### src/rtl/execute_muldiv_if.sv
// Execute-stage handshake bundle for the M-extension unit: operands, forwarding
// sources, op select and the stall/result return path.
interface execute_muldiv_if #(
  parameter int XLEN    = 32,
  parameter int NUM_FWD = 2
);
  logic                     in_valid;
  logic                     flush;
  logic [2:0]               funct3;
  logic [4:0]               rs1;
  logic [4:0]               rs2;
  logic [XLEN-1:0]          reg_A;
  logic [XLEN-1:0]          reg_B;
  logic [5*NUM_FWD-1:0]     fwd_rd;
  logic [NUM_FWD-1:0]       fwd_we;
  logic [XLEN*NUM_FWD-1:0]  fwd_data;
  logic                     stall;
  logic                     result_valid;
  logic [XLEN-1:0]          result;

  modport master (
    output in_valid, flush, funct3, rs1, rs2, reg_A, reg_B, fwd_rd, fwd_we, fwd_data,
    input  stall, result_valid, result
  );

  modport slave (
    input  in_valid, flush, funct3, rs1, rs2, reg_A, reg_B, fwd_rd, fwd_we, fwd_data,
    output stall, result_valid, result
  );
endinterface

### src/rtl/execute_muldiv.sv
// Iterative RV M-extension unit: one-bit-per-cycle shift-add multiply and
// restoring divide on operand magnitudes, with sign fix-up on the way out.
module execute_muldiv #(
  parameter int XLEN    = 32,
  parameter int NUM_FWD = 2
) (
  input logic             clk,
  input logic             rst_n,
  execute_muldiv_if.slave bus
);
  localparam int CW = $clog2(XLEN + 1);
  localparam logic [XLEN-1:0] MIN_NEG = {1'b1, {(XLEN-1){1'b0}}};

  typedef enum logic [1:0] {IDLE, RUN, DONE} state_e;

  state_e            state_q, state_d;
  logic [CW-1:0]     cnt_q, cnt_d;
  logic [2:0]        op_q, op_d;
  logic [XLEN-1:0]   b_q, b_d;
  logic [2*XLEN-1:0] acc_q, acc_d;
  logic              neg_q, neg_d;
  logic              rneg_q, rneg_d;
  logic [XLEN-1:0]   result_q, result_d;

  logic [XLEN-1:0]   op_a, op_b;
  logic              hit_a, hit_b;
  logic              accept;
  logic              is_div, a_sgn, b_sgn, sa, sb;
  logic              div_zero, div_ovf, special;
  logic [XLEN-1:0]   a_mag, b_mag, special_res;
  logic [XLEN:0]     mul_sum, div_trial;
  logic [2*XLEN-1:0] step, fix_prod;
  logic [XLEN-1:0]   fix_quot, fix_rem, final_res;

  // Lowest-index matching source wins; x0 never forwards.
  always_comb begin
    op_a  = bus.reg_A;
    op_b  = bus.reg_B;
    hit_a = 1'b0;
    hit_b = 1'b0;
    for (int unsigned i = 0; i < NUM_FWD; i++) begin
      if (!hit_a && bus.fwd_we[i] && bus.fwd_rd[5*i +: 5] == bus.rs1 && bus.rs1 != '0) begin
        op_a  = bus.fwd_data[XLEN*i +: XLEN];
        hit_a = 1'b1;
      end
      if (!hit_b && bus.fwd_we[i] && bus.fwd_rd[5*i +: 5] == bus.rs2 && bus.rs2 != '0) begin
        op_b  = bus.fwd_data[XLEN*i +: XLEN];
        hit_b = 1'b1;
      end
    end
  end

  always_comb begin
    accept   = (state_q == IDLE) && bus.in_valid && !bus.flush;
    is_div   = bus.funct3[2];
    a_sgn    = is_div ? ~bus.funct3[0] : ~(bus.funct3[1] & bus.funct3[0]);
    b_sgn    = is_div ? ~bus.funct3[0] : ~bus.funct3[1];
    sa       = a_sgn & op_a[XLEN-1];
    sb       = b_sgn & op_b[XLEN-1];
    a_mag    = sa ? -op_a : op_a;
    b_mag    = sb ? -op_b : op_b;
    div_zero = is_div && (op_b == '0);
    div_ovf  = is_div && !bus.funct3[0] && (op_a == MIN_NEG) && (op_b == '1);
    special  = div_zero || div_ovf;
    if (div_zero) special_res = bus.funct3[1] ? op_a : '1;
    else          special_res = bus.funct3[1] ? '0   : op_a;
  end

  // acc holds {partial product, multiplier} or {remainder, dividend/quotient}.
  always_comb begin
    mul_sum   = {1'b0, acc_q[2*XLEN-1:XLEN]} + (acc_q[0] ? {1'b0, b_q} : '0);
    div_trial = acc_q[2*XLEN-1:XLEN-1] - {1'b0, b_q};
    if (op_q[2])
      step = div_trial[XLEN] ? {acc_q[2*XLEN-2:0], 1'b0}
                             : {div_trial[XLEN-1:0], acc_q[XLEN-2:0], 1'b1};
    else
      step = {mul_sum, acc_q[XLEN-1:1]};
    fix_prod = neg_q  ? -step : step;
    fix_quot = neg_q  ? -step[XLEN-1:0] : step[XLEN-1:0];
    fix_rem  = rneg_q ? -step[2*XLEN-1:XLEN] : step[2*XLEN-1:XLEN];
    case (op_q)
      3'd0:             final_res = fix_prod[XLEN-1:0];
      3'd1, 3'd2, 3'd3: final_res = fix_prod[2*XLEN-1:XLEN];
      3'd4, 3'd5:       final_res = fix_quot;
      default:          final_res = fix_rem;
    endcase
  end

  always_comb begin
    op_d     = op_q;
    b_d      = b_q;
    acc_d    = acc_q;
    neg_d    = neg_q;
    rneg_d   = rneg_q;
    cnt_d    = cnt_q;
    result_d = result_q;
    case (state_q)
      IDLE: if (accept) begin
        op_d   = bus.funct3;
        b_d    = b_mag;
        acc_d  = {{XLEN{1'b0}}, a_mag};
        neg_d  = sa ^ sb;
        rneg_d = sa;
        cnt_d  = CW'(XLEN);
        if (special) result_d = special_res;
      end
      RUN: if (!bus.flush) begin
        acc_d = step;
        cnt_d = cnt_q - 1'b1;
        if (cnt_q == CW'(1)) result_d = final_res;
      end
      default: ;
    endcase
  end

  always_comb begin
    state_d = state_q;
    case (state_q)
      IDLE:    if (accept) state_d = special ? DONE : RUN;
      RUN:     if (bus.flush) state_d = IDLE;
               else if (cnt_q == CW'(1)) state_d = DONE;
      default: state_d = IDLE;
    endcase
  end

  always_comb begin
    bus.stall        = 1'b0;
    bus.result_valid = 1'b0;
    case (state_q)
      IDLE:    bus.stall = bus.in_valid & ~bus.flush;
      RUN:     bus.stall = 1'b1;
      default: bus.result_valid = 1'b1;
    endcase
    bus.result = result_q;
  end

  always_ff @(posedge clk) begin
    if (!rst_n) begin
      state_q  <= IDLE;
      cnt_q    <= '0;
      op_q     <= '0;
      b_q      <= '0;
      acc_q    <= '0;
      neg_q    <= 1'b0;
      rneg_q   <= 1'b0;
      result_q <= '0;
    end else begin
      state_q  <= state_d;
      cnt_q    <= cnt_d;
      op_q     <= op_d;
      b_q      <= b_d;
      acc_q    <= acc_d;
      neg_q    <= neg_d;
      rneg_q   <= rneg_d;
      result_q <= result_d;
    end
  end
endmodule

### src/flat_wrapper.sv
// flat-port wrapper written by rule: the top's interface ports become plain ports
module execute_muldiv_flat 
#(
  parameter int XLEN    = 32,
  parameter int NUM_FWD = 2
)
  (clk, rst_n, bus_in_valid, bus_flush, bus_funct3, bus_rs1, bus_rs2, bus_reg_A, bus_reg_B, bus_fwd_rd, bus_fwd_we, bus_fwd_data, bus_stall, bus_result_valid, bus_result);
  execute_muldiv_if #(.XLEN(XLEN), .NUM_FWD(NUM_FWD)) bus_i ();
  input logic clk;
  input logic rst_n;
  input wire logic [$bits(bus_i.in_valid)-1:0] bus_in_valid;
  input wire logic [$bits(bus_i.flush)-1:0] bus_flush;
  input wire logic [$bits(bus_i.funct3)-1:0] bus_funct3;
  input wire logic [$bits(bus_i.rs1)-1:0] bus_rs1;
  input wire logic [$bits(bus_i.rs2)-1:0] bus_rs2;
  input wire logic [$bits(bus_i.reg_A)-1:0] bus_reg_A;
  input wire logic [$bits(bus_i.reg_B)-1:0] bus_reg_B;
  input wire logic [$bits(bus_i.fwd_rd)-1:0] bus_fwd_rd;
  input wire logic [$bits(bus_i.fwd_we)-1:0] bus_fwd_we;
  input wire logic [$bits(bus_i.fwd_data)-1:0] bus_fwd_data;
  output wire logic [$bits(bus_i.stall)-1:0] bus_stall;
  output wire logic [$bits(bus_i.result_valid)-1:0] bus_result_valid;
  output wire logic [$bits(bus_i.result)-1:0] bus_result;
  assign bus_i.in_valid = bus_in_valid;
  assign bus_i.flush = bus_flush;
  assign bus_i.funct3 = bus_funct3;
  assign bus_i.rs1 = bus_rs1;
  assign bus_i.rs2 = bus_rs2;
  assign bus_i.reg_A = bus_reg_A;
  assign bus_i.reg_B = bus_reg_B;
  assign bus_i.fwd_rd = bus_fwd_rd;
  assign bus_i.fwd_we = bus_fwd_we;
  assign bus_i.fwd_data = bus_fwd_data;
  assign bus_stall = bus_i.stall;
  assign bus_result_valid = bus_i.result_valid;
  assign bus_result = bus_i.result;
  execute_muldiv #(.XLEN(XLEN), .NUM_FWD(NUM_FWD)) u_core (.clk(clk), .rst_n(rst_n), .bus(bus_i));
endmodule
### config.mk
export PLATFORM = sky130hd
export DESIGN_NAME = execute_muldiv_flat
export DESIGN_NICKNAME = d
export VERILOG_FILES = /design/src/rtl/execute_muldiv_if.sv /design/src/rtl/execute_muldiv.sv /design/src/flat_wrapper.sv
export SDC_FILE = /design/constraint.sdc
export NUM_CORES = 1
export LEC_CHECK = 0
export ABC_AREA = 1
export CAP_MARGIN = 20
export CORE_MARGIN = 2
export CORE_UTILIZATION = 51
export DETAILED_ROUTE_END_ITERATION = 6
export GPL_TIMING_DRIVEN = 0
export PLACE_DENSITY = 0.73
export SLEW_MARGIN = 10
export SYNTH_ARGS = -nofsm -noshare
export SYNTH_HDL_FRONTEND = slang
export SYNTH_SLANG_ARGS = --single-unit
### constraint.sdc
create_clock -name clk -period 7.1 [get_ports clk]
set_clock_uncertainty 0.1 [all_clocks]
set_input_delay 1.42 -clock clk [delete_from_list [all_inputs] [get_ports clk]]
set_output_delay 1.42 -clock clk [all_outputs]
set_load 0.005 [all_outputs]
==> out/qor.yml <==
place.gp.congestion: 1.06
relSlewSlack: 0.193
cts_sinks: 141
hpwlAfterDp_um: 74100
dieArea_mm2: 0.0396
p_per_area_mw_per_mm2: 152
start_util: 0.516
cts_buffers: 17
fin_util: 0.601
ios: 191
cp_slowest_stage_delay_ns: 0.76
maxCapViolCount: 0
place_ws_ns: 0.540
hp-class: "reg -> reg"
gr-total-overflow: 0
cpLargestDelayFamily: "simple AND/OR/NAND/NOR gates"
vias: 25300
cp.required_ns: 7.32
grt_use_total: 0.457
final_layout_size_suffix_gt1_frac: 0.0436
grt_setup_unrepaired: "no"
multi_input_area_mm2: 0.0140
grt_pass1_wl_um: 135000
cts_root_buf: "clkbuf_16"
irDropWorstVdd_mv: 0.198
worstSetupEndpointType: "register"
worst_path_most_repeated_cell: "nand2_1"
clk_pin_slew_worst_paths_ns: 0.06
coreArea_mm2: 0.0376
ctsResizeCount: 0
rows: 71
first_pass_iters: 6
via_per_inst: 5.72
fin_ws_ns: 0.820
worstSkewPairLatency_ns: 0.46
die_w_um: 199
p_total_mw: 3.44
synth-edff-count: 0
tritoncts: "done"
ys_types: 57
portBuffers: 189
drtIter0Drc: 3045
syn_avg_cell_area_um2: 5.27
syn_area_mm2: 0.0194
critPathKind: "in -> reg"
synth-seq-cells: 141
ys.flop_type: "dfxtp_1"
setup_viol: 0
crit_slowest_cell: "o21ai_0"
crit_buf_inv: 7
antenna_found_initial: 1
grt_pass1_vias: 22700
h-tree-depth: 4
power.leakage_nw: 11.4
grt_max_degree: 17
hold_viol: 0
postCtsHoldBufs: 0
worst_pin_slew_ns: 1.20
drv_slew: 0
regArea_mm2: 0.00282
clockBufferDepth: 2
timing.final.crit_period_ns: 6.28
routed_wl_um: 90600
crit_chain: "clkdlybuf4s50_1 -> inv_1 -> nand2_1 -> nand2_1 -> nor2_1 -> nand4_1 -> nor4_1 -> nand2_1 -> buf_6 -> buf_4 -> o21ai_0 -> ha_1 -> nand3_1 -> inv_1 -> nand2_2 -> nor2_8 -> nand3_4 -> buf_6 -> buf_2 -> nand2_1 -> a21oi_1 -> nor2_1 -> a21oi_1"
drtAntennaViolNets: 0
worstSetupStartpointType: "input pin"
synth_cells: 3679
clock.fmax_mhz: 159
syn_nets: 3909
syn2layout_area_growth_pct: 16.4
fillers: 4056
fin_nets: 4118
period_share: 0.885
drc: 0
detail_route.wl_per_cell_um: 20.5
synthArstFlopShare: 0
worstPathArrival_ns: 6.50
status: "finished clean"
synth_warnings: 0
yosysSeqAreaShare: 0.146
post_cts_buffers: 0
crit_fanout: 10
fp.dieH_um: 199
setup_tns_ns: 0
[tightest hold or removal path, stage by stage, from the launching register on]
cell and delay (ns):
dfxtp_1 0.31, nand2_1 0.06, a21oi_1 0.06
[cells in the final DEF (no fill, tap or decap), types with 8 or more instances in the layout]
cell type | synthesis | routed
o21ai_1 | 69 | 69
clkdlybuf4s50_1 | 0 | 189
nand3b_1 | 17 | 17
nand3_1 | 280 | 280
nand2_1 | 1260 | 1260
nor2_1 | 413 | 413
nand4_1 | 61 | 61
o22ai_1 | 17 | 17
nor3_1 | 31 | 31
inv_2 | 14 | 14
a21oi_1 | 256 | 256
o21ai_2 | 20 | 20
clkbuf_1 | 77 | 77
o21ai_0 | 190 | 190
xor2_1 | 62 | 62
nor2_2 | 11 | 11
buf_4 | 8 | 9
clkbuf_16 | 0 | 17
buf_6 | 19 | 19
a31oi_1 | 11 | 11
o221ai_1 | 8 | 8
inv_1 | 460 | 460
xnor2_1 | 23 | 23
o21bai_1 | 21 | 21
nand2_2 | 10 | 10
or2_2 | 11 | 11
ha_1 | 71 | 71
buf_1 | 14 | 14
buf_2 | 26 | 26
dfxtp_1 | 141 | 141
o211ai_1 | 24 | 24
[routing by layer]
layer / GRT usage / part of all wire
met4: 0.336 / 0.083
met1: 0.571 / 0.39
met2: 0.651 / 0.39
met3: 0.149 / 0.14
met5: 0 / 0.00014
[power breakdown]
part           internal (mW)  switching (mW)  total [mW]
Sequential             0.838          0.0326       0.870
Clock                  0.606           0.428        1.03
Combinational          0.477            1.06        1.54
[synth_stat cells (3+ instances only)]
library cell,n,area (um2)
nand2_1,1260,4730
inv_1,460,1730
nor2_1,413,1550
nand3_1,280,1400
a21oi_1,256,1280
o21ai_0,190,951
dfxtp_1,141,2820
clkbuf_1,77,289
ha_1,71,888
o21ai_1,69,345
xor2_1,62,543
nand4_1,61,382
nor3_1,31,155
buf_2,26,130
o211ai_1,24,180
xnor2_1,23,201
o21bai_1,21,158
o21ai_2,20,175
buf_6,19,214
nand3b_1,17,128
o22ai_1,17,106
buf_1,14,52.6
inv_2,14,52.6
a31oi_1,11,68.8
nor2_2,11,68.8
or2_2,11,68.8
nand2_2,10,62.6
buf_4,8,60.1
o221ai_1,8,70.1
a21o_1,7,52.6
a21oi_2,4,35.0
clkinv_1,4,15.0
nand3_4,4,70.1
a211oi_1,3,22.5
and2_1,3,18.8
o21a_1,3,22.5
[registers in the layout, summed over array words and instances, names as in the netlist]
register           cells
u_core.bus.result     32
u_core.acc_q          64
u_core.state_q         2
u_core.op_q            3
u_core.rneg_q          1
u_core.b_q            32
u_core.cnt_q           6
u_core.neg_q           1
[logic make-up (layout without fill, tap and decap cells)]
family,count (synthesis),in the layout,synth area share
buf+inv,624,846,0.132
simple gates,2113,2113,0.452
fa+ha+maj,73,73,0.0479
flops,141,141,0.146
compound gates,643,643,0.184
xor+xnor,85,85,0.0384
other cells,0,1,0
[layout make-up]
| type | instances | area share |
|---|---|---|
| antenna | 1 | 0.000111 |
| buffer | 146 | 0.0339 |
| clock buffer | 18 | 0.0195 |
| clock inverter | 14 | 0.00898 |
| inverter | 478 | 0.0795 |
| multi-input combinational | 2914 | 0.621 |
| sequential | 141 | 0.125 |
| tap | 511 | 0.0283 |
| timing repair buffer | 190 | 0.0841 |
[through the flow]
stage                     cells  hold slack [ns]  area [um2]
after floorplan            3679            0.329       19400
after global placement     4379            0.352       21900
after detailed placement   4380            0.360       21900
after CTS                  4412            0.370       22600
after global routing       4412            0.394       22600
final                      4413            0.370       22600
[worst paths after layout]
path | from | to | slack [ns] | depth (start not counted)
setup / recovery | bus_fwd_rd[8] | u_core.bus.result[16] | 0.82 | 23
hold / removal | u_core.acc_q[16] | u_core.acc_q[16] | 0.37 | 2
setup reg to reg | u_core.acc_q[54] | u_core.bus.result[22] | 0.92 | 33
hold reg to reg | u_core.acc_q[16] | u_core.acc_q[16] | 0.37 | 2
Note: power is estimated with default switching activity, not from simulation.
